File: src/rtl/mm_stream_param.sv
`default_nettype none
// ============================================================================
// Module   : mm_stream_param
// Purpose  : Streaming signed matrix multiplier C = A x B (operands up to
//            MAXD x MAXD). Elements of A and then B arrive row-major, one per
//            beat. Each pair is checked for legality (ragged rows, size
//            overflow, colsA != rowsB). C is then emitted row-major, one
//            element per K+1 cycles. An illegal pair produces one beat with
//            is_legal=0.
// Ports    : clk        rising-edge clock
//            rst        asynchronous active-low reset
//            in_valid   input beat valid (accepted iff in_valid && !busy)
//            in_data    signed element, DW bits
//            col_end    element is last of its row
//            row_end    with col_end: element is last of the operand
//            busy       input not accepted
//            valid      output beat strobe
//            out_data   C element (SAT ? clamped : truncated), OW bits
//            is_legal   pair legality, qualified by valid
//            change_row last element of a C row, qualified by valid
//            mat_end    last beat of this result, qualified by valid
// Revision : 1.0  initial release
// ============================================================================
module mm_stream_param #(
  parameter int DW   = 8,
  parameter int MAXD = 4,
  parameter int OW   = 20,
  parameter int SAT  = 0
) (
  input  logic          clk,
  input  logic          rst,
  input  logic          in_valid,
  input  logic [DW-1:0] in_data,
  input  logic          col_end,
  input  logic          row_end,
  output logic          busy,
  output logic          valid,
  output logic [OW-1:0] out_data,
  output logic          is_legal,
  output logic          change_row,
  output logic          mat_end
);

  localparam int c_iw = $clog2(MAXD);
  // One extra bit so row/column counts can saturate at MAXD+1 (overflow).
  localparam int c_cw = c_iw + 1;
  localparam int c_aw = 2*DW + $clog2(MAXD) + 1;
  localparam int c_ww = ((c_aw > OW) ? c_aw : OW) + 1;
  localparam logic [c_cw-1:0]        c_one  = c_cw'(1);
  localparam logic [c_cw-1:0]        c_maxd = c_cw'(MAXD);
  localparam logic signed [c_ww-1:0] c_max  = {{(c_ww-OW+1){1'b0}}, {(OW-1){1'b1}}};
  localparam logic signed [c_ww-1:0] c_min  = {{(c_ww-OW+1){1'b1}}, {(OW-1){1'b0}}};

  typedef enum logic [1:0] {
    RD_A = 2'd0,
    RD_B = 2'd1,
    MAC  = 2'd2,
    OUT  = 2'd3
  } state_t;

  state_t                 state_q, state_d;
  logic signed [DW-1:0]   a_q [MAXD][MAXD];
  logic signed [DW-1:0]   a_d [MAXD][MAXD];
  logic signed [DW-1:0]   b_q [MAXD][MAXD];
  logic signed [DW-1:0]   b_d [MAXD][MAXD];
  logic [c_cw-1:0]        r_q, r_d, c_q, c_d, len_q, len_d;
  logic [c_cw-1:0]        cols_a_q, cols_a_d, rows_a_q, rows_a_d, cols_b_q, cols_b_d;
  logic                   err_q, err_d;
  logic [c_iw-1:0]        i_q, i_d, j_q, j_d, k_q, k_d;
  logic signed [c_aw-1:0] acc_q, acc_d;
  logic                   valid_q, valid_d, legal_q, legal_d, cr_q, cr_d, me_q, me_d;
  logic [OW-1:0]          out_q, out_d;

  logic                   w_accept, w_in_range, w_k_last, w_j_last, w_i_last;
  logic [c_cw-1:0]        w_c_inc, w_r_inc, w_row_len;
  logic signed [2*DW-1:0] w_prod;

  // Sign-extend the accumulator, optionally clamp, then keep the low OW bits.
  function automatic logic [OW-1:0] f_fit(input logic signed [c_aw-1:0] v);
    logic signed [c_ww-1:0] ext;
    ext = {{(c_ww-c_aw){v[c_aw-1]}}, v};
    if (SAT != 0) begin
      if (ext > c_max)      ext = c_max;
      else if (ext < c_min) ext = c_min;
    end
    return ext[OW-1:0];
  endfunction

  assign busy       = (state_q == MAC) || (state_q == OUT);
  assign valid      = valid_q;
  assign out_data   = out_q;
  assign is_legal   = legal_q;
  assign change_row = cr_q;
  assign mat_end    = me_q;

  always_comb begin
    state_d  = state_q;
    a_d      = a_q;
    b_d      = b_q;
    r_d      = r_q;
    c_d      = c_q;
    len_d    = len_q;
    cols_a_d = cols_a_q;
    rows_a_d = rows_a_q;
    cols_b_d = cols_b_q;
    err_d    = err_q;
    i_d      = i_q;
    j_d      = j_q;
    k_d      = k_q;
    acc_d    = acc_q;
    valid_d  = 1'b0;
    legal_d  = legal_q;
    cr_d     = cr_q;
    me_d     = me_q;
    out_d    = out_q;

    w_accept   = in_valid && !busy;
    w_in_range = (c_q < c_maxd) && (r_q < c_maxd);
    w_c_inc    = (c_q > c_maxd) ? c_q : c_q + c_one;
    w_r_inc    = (r_q > c_maxd) ? r_q : r_q + c_one;
    // The first row defines the operand's width; later rows only compare.
    w_row_len  = (r_q == '0) ? w_c_inc : len_q;
    w_k_last   = ({1'b0, k_q} == cols_a_q - c_one);
    w_j_last   = ({1'b0, j_q} == cols_b_q - c_one);
    w_i_last   = ({1'b0, i_q} == rows_a_q - c_one);
    w_prod     = a_q[i_q][k_q] * b_q[k_q][j_q];

    case (state_q)
      RD_A, RD_B: begin
        if (w_accept) begin
          // Out-of-range elements are dropped but the stream is still consumed.
          if (w_in_range) begin
            if (state_q == RD_A) a_d[r_q[c_iw-1:0]][c_q[c_iw-1:0]] = in_data;
            else                 b_d[r_q[c_iw-1:0]][c_q[c_iw-1:0]] = in_data;
          end else begin
            err_d = 1'b1;
          end
          if (col_end) begin
            if (r_q == '0)              len_d = w_c_inc;
            else if (w_c_inc != len_q)  err_d = 1'b1;
            c_d = '0;
            r_d = w_r_inc;
            if (row_end) begin
              r_d   = '0;
              len_d = '0;
              if (state_q == RD_A) begin
                cols_a_d = w_row_len;
                rows_a_d = w_r_inc;
                state_d  = RD_B;
              end else begin
                cols_b_d = w_row_len;
                if (err_d || (cols_a_q != w_r_inc)) begin
                  state_d = OUT;
                  valid_d = 1'b1;
                  legal_d = 1'b0;
                  out_d   = '0;
                  cr_d    = 1'b0;
                  me_d    = 1'b1;
                end else begin
                  state_d = MAC;
                end
                err_d = 1'b0;
              end
            end
          end else begin
            c_d = w_c_inc;
          end
        end
      end
      MAC: begin
        // k==0 restarts the accumulator, so each C element starts from zero.
        acc_d = ((k_q == '0) ? '0 : acc_q) + {{(c_aw-2*DW){w_prod[2*DW-1]}}, w_prod};
        if (w_k_last) begin
          k_d     = '0;
          state_d = OUT;
          valid_d = 1'b1;
          legal_d = 1'b1;
          out_d   = f_fit(acc_d);
          cr_d    = w_j_last;
          me_d    = w_j_last && w_i_last;
        end else begin
          k_d = k_q + c_iw'(1);
        end
      end
      OUT: begin
        if (me_q) begin
          state_d = RD_A;
          i_d     = '0;
          j_d     = '0;
        end else begin
          state_d = MAC;
          if (cr_q) begin
            j_d = '0;
            i_d = i_q + c_iw'(1);
          end else begin
            j_d = j_q + c_iw'(1);
          end
        end
      end
      default: state_d = RD_A;
    endcase
  end

  always_ff @(posedge clk or negedge rst) begin
    if (!rst) begin
      state_q  <= RD_A;
      for (int r = 0; r < MAXD; r++) begin
        for (int c = 0; c < MAXD; c++) begin
          a_q[r][c] <= '0;
          b_q[r][c] <= '0;
        end
      end
      r_q      <= '0;
      c_q      <= '0;
      len_q    <= '0;
      cols_a_q <= '0;
      rows_a_q <= '0;
      cols_b_q <= '0;
      err_q    <= 1'b0;
      i_q      <= '0;
      j_q      <= '0;
      k_q      <= '0;
      acc_q    <= '0;
      valid_q  <= 1'b0;
      legal_q  <= 1'b0;
      cr_q     <= 1'b0;
      me_q     <= 1'b0;
      out_q    <= '0;
    end else begin
      state_q  <= state_d;
      a_q      <= a_d;
      b_q      <= b_d;
      r_q      <= r_d;
      c_q      <= c_d;
      len_q    <= len_d;
      cols_a_q <= cols_a_d;
      rows_a_q <= rows_a_d;
      cols_b_q <= cols_b_d;
      err_q    <= err_d;
      i_q      <= i_d;
      j_q      <= j_d;
      k_q      <= k_d;
      acc_q    <= acc_d;
      valid_q  <= valid_d;
      legal_q  <= legal_d;
      cr_q     <= cr_d;
      me_q     <= me_d;
      out_q    <= out_d;
    end
  end

endmodule
`default_nettype wire

File: config.mk
export PLATFORM = sky130hd
export DESIGN_NAME = mm_stream_param
export DESIGN_NICKNAME = d
export VERILOG_FILES = /design/src/rtl/mm_stream_param.sv
export SDC_FILE = /design/constraint.sdc
export NUM_CORES = 1
export LEC_CHECK = 0
export BUFFER_PORTS_ARGS = -buffer_cell sky130_fd_sc_hd__buf_2
export CAP_MARGIN = 20
export CORE_MARGIN = 1
export CORE_UTILIZATION = 40
export CTS_CLUSTER_SIZE = 12
export DETAILED_ROUTE_END_ITERATION = 12
export GPL_TIMING_DRIVEN = 1
export PLACE_DENSITY = 0.63
export SETUP_SLACK_MARGIN = 0.1
export SKIP_LAST_GASP = 1
export SLEW_MARGIN = 25
export SYNTH_ARGS = -nofsm -noshare
export SYNTH_HDL_FRONTEND = slang
export SYNTH_SLANG_ARGS = --single-unit
File: constraint.sdc
create_clock -name clk -period 7.2 [get_ports clk]
set_input_delay 0.36 -clock clk [delete_from_list [all_inputs] [get_ports clk]]
set_output_delay 0.36 -clock clk [all_outputs]
set_load 0.01 [all_outputs]
==> results.json <==
{
  "status": "finished with violations",
  "violations": "negative setup slack",
  "synth_simple_gate_area_share": 0.07372,
  "num_rows": 77,
  "synth_top_family_by_area": "multiplexers",
  "final_area_mm2": 0.02113,
  "critPathMaxStageDelay_ns": 0.60,
  "drc_errors": 0,
  "placedCellCount": 2044,
  "clkTransAtPathRegs_ns": 0.06,
  "start_util": 0.4094,
  "synth_edf_count": 0,
  "clock_latency_ns": 0.55,
  "clock-root-buffer": "clkbuf_16",
  "syn_nets": 1575,
  "netlist_instances": 1448,
  "highest_layer": "met4",
  "grt_pass1_vias": 12130,
  "overflow": 0,
  "ys.flop_type": "dfrtp_1",
  "clock.fmax_mhz": 137.9,
  "antenna_found_initial": 0,
  "critPathLaunchType": "flop",
  "syn_area_per_cell_um2": 12.61,
  "crit_path_max_fanout": 6,
  "hpwl_mm": 28.85,
  "via_per_inst": 5.305,
  "ys_ff_latch": 325,
  "seq_area_mm2": 0.008135,
  "drt-initial-drc-count": 697,
  "async_reset_ff_frac": 1.000,
  "grt_max_degree": 154,
  "vias": 11340,
  "period_needed_ns": 7.254,
  "hold_class": "input port to flop",
  "synthMuxAreaShare": 0.2623,
  "finalSetupViolations": 1,
  "crit_required_ns": 7.68,
  "path_cells": "buf_12 -> buf_16 -> mux4_2 -> mux4_2 -> and2_4 -> fa_1 -> fa_1 -> fa_1 -> inv_1 -> fa_1 -> inv_1 -> ha_4 -> o211ai_1 -> o21a_1 -> a221o_1 -> a31o_4 -> xnor2_4 -> ha_4 -> and2_4 -> a22o_1 -> a211oi_2 -> nor2_2 -> a2111o_1 -> o211ai_2",
  "synth_area_mm2": 0.01826,
  "yosysSeqAreaShare": 0.4454,
  "synthXorXnorAreaFrac": 0.02398,
  "period_share": 1.007,
  "die_w_um": 215.7,
  "timing.final.max_slew_violations": 0,
  "tns_ns": -0.05389,
  "tritoncts": "built",
  "cts_sinks": 325,
  "coreArea_mm2": 0.04461,
  "worst_pin_slew_ns": 0.9340,
  "nFillCells": 3944,
  "timing.final.ws_setup_ns": -0.05389,
  "dpl_cell_area_mm2": 0.01939,
  "grt_pass1_wl_mm": 68.18,
  "yosys.area.top_type_share": 0.4454,
  "crit_path_frequent_cell": "fa_1",
  "synth_commonest_cells": "dfrtp_1 (325), mux2_2 (262), nand2_1 (124)",
  "rsz0062_at_grt": "true",
  "grt_usage": 0.1876,
  "syn2layout_area_growth_pct": 15.71,
  "cap_viol_max_count": 0,
  "yosysMostFrequentCell": "dfrtp_1",
  "wire_per_inst_um": 19.79,
  "yosysWarnings": 0,
  "drt_pass1_iterations": 5,
  "synth-compound-area-share": 0.05413,
  "stdcell_count": 2138,
  "cp-end-kind": "flop",
  "ys_top_cells_by_area": "dfrtp_1 (45%), mux2_2 (16%), mux4_2 (9.7%)",
  "crit_type": "flop to flop",
  "die-area_mm2": 0.04651,
  "port_buffers": 37,
  "met3_length_mm": 1.497,
  "yosysTopAreaCell": "dfrtp_1",
  "multi_input_area_mm2": 0.009689,
  "htree_levels": 2,
  "ctsLongestPathBuffers": 3,
  "yosysUniqueCellTypes": 64,
  "worst_clock_skew_ns": 0.02109,
  "place_congestion": 0.8548,
  "io_pins": 38,
  "synthAdderAreaFrac": 0.1011,
  "hold_violations": 0,
  "dr_wl_met2_mm": 20.82,
  "dieHeight_um": 215.7,
  "nets": 1645,
  "arrival_ns": 7.73,
  "drive_above_1_share": 0.3719,
  "slowest_stage": "mux4_2",
  "wl_met1_mm": 18.94,
  "relSlewSlack": 0.3773,
  "utilization": 0.4737,
  "cts_buffers": 38,
  "n_antenna_cell": 0,
  "ant_nets": 0,
  "wl_mm": 42.31
}
==> registers in the layout, summed over array words and instances (netlist names), 2 cells and up <==
name and cells:
rows_a_q 3, len_q 3, cols_a_q 3, i_q 2
cols_b_q 3, j_q 2, k_q 2, c_q 3
b_q 128, a_q 128, r_q 3, out_data 19
state_q 2, acc_q 19
==> cells by family after synthesis <==
group,after synthesis
adders and majority gates,114
muxes,347
xor gates and xnor gates,47
AOI/OAI and AO/OA,152
DFF,325
buffers and inverters,186
and+or+nand+nor,277
==> per-layer routing <==
| layer | global-route usage | up-vias |
|---|---|---|
| met5 | 0 | - |
| met4 | 0.05650 | 0 |
| met3 | 0.03228 | 64 |
| met2 | 0.3145 | 175 |
| met1 | 0.2484 | 5871 |
| li1 | - | 5232 |
==> final cells by class <==
class                      instances  share of cell area
inverter                         106             0.01883
sequential                       325              0.3850
clock inverter                    12            0.005507
timing repair buffer             110             0.04346
clock buffer                      56             0.05359
multi-input combinational        937              0.4585
tap                              592             0.03505
==> critical path, delay by kind of cell, from the launching register on <==
kind / cells / cell delay, ns
buffers and inverters: 4 / 0.40
AO/OA/AOI/OAI: 8 / 1.91
adder cells (fa/ha/maj): 6 / 2.55
flip-flops: 1 / 0.47
AND/OR/NAND/NOR: 3 / 0.44
XOR/XNOR: 1 / 0.24
multiplexers: 2 / 1.17
==> cells in the final DEF, fill, tap and decap left out, types with 12 or more instances in the layout <==
cell type,instances
dfrtp_1,323
nor2b_1,21
buf_4,52
a21oi_1,25
mux2_2,262
inv_1,95
nand2_1,121
a21o_1,12
mux4_2,79
o21ai_0,45
fa_1,54
ha_1,46
xor2_1,16
xnor2_1,28
and2_1,44
clkbuf_16,41
buf_2,36
and2_4,13
nor2_1,24
nor3_1,14
==> path summary, 6_finish.rpt <==
check                           cells after the start           end  slack, ns      from
worst max-delay path                               24  out_data[18]      -0.05    i_q[0]
min in group asynchronous                           2       a_q[94]       0.47       rst
worst min register to register                      2      acc_q[0]       0.46  acc_q[0]
worst max register to register                     24  out_data[18]      -0.05    i_q[0]
max in group asynchronous                           3        c_q[0]       5.21       rst
worst min-delay path                                2        c_q[0]        0.1   col_end
==> through the flow <==
step,setup WS [ns],hold WS [ns]
floorplan,0.1014,0.06441
global placement,-0.03857,0.4503
detailed placement,-0.1026,0.4540
CTS,-0.02742,0.06765
global route,-0.2582,0.1105
finish,-0.05389,0.09782
==> timing repair <==
action,4_1_cts,5_1_grt
setup buffers,9,15
gates cloned,1,0
resized for setup,28,39
pin swaps,20,42
hold buffers,1,0
endpoints found under the hold margin,105,0
endpoints found under the setup margin,4,15
Power is not shown: default switching activity piles up to over one toggle a cycle in this logic, so the estimate is an artifact.
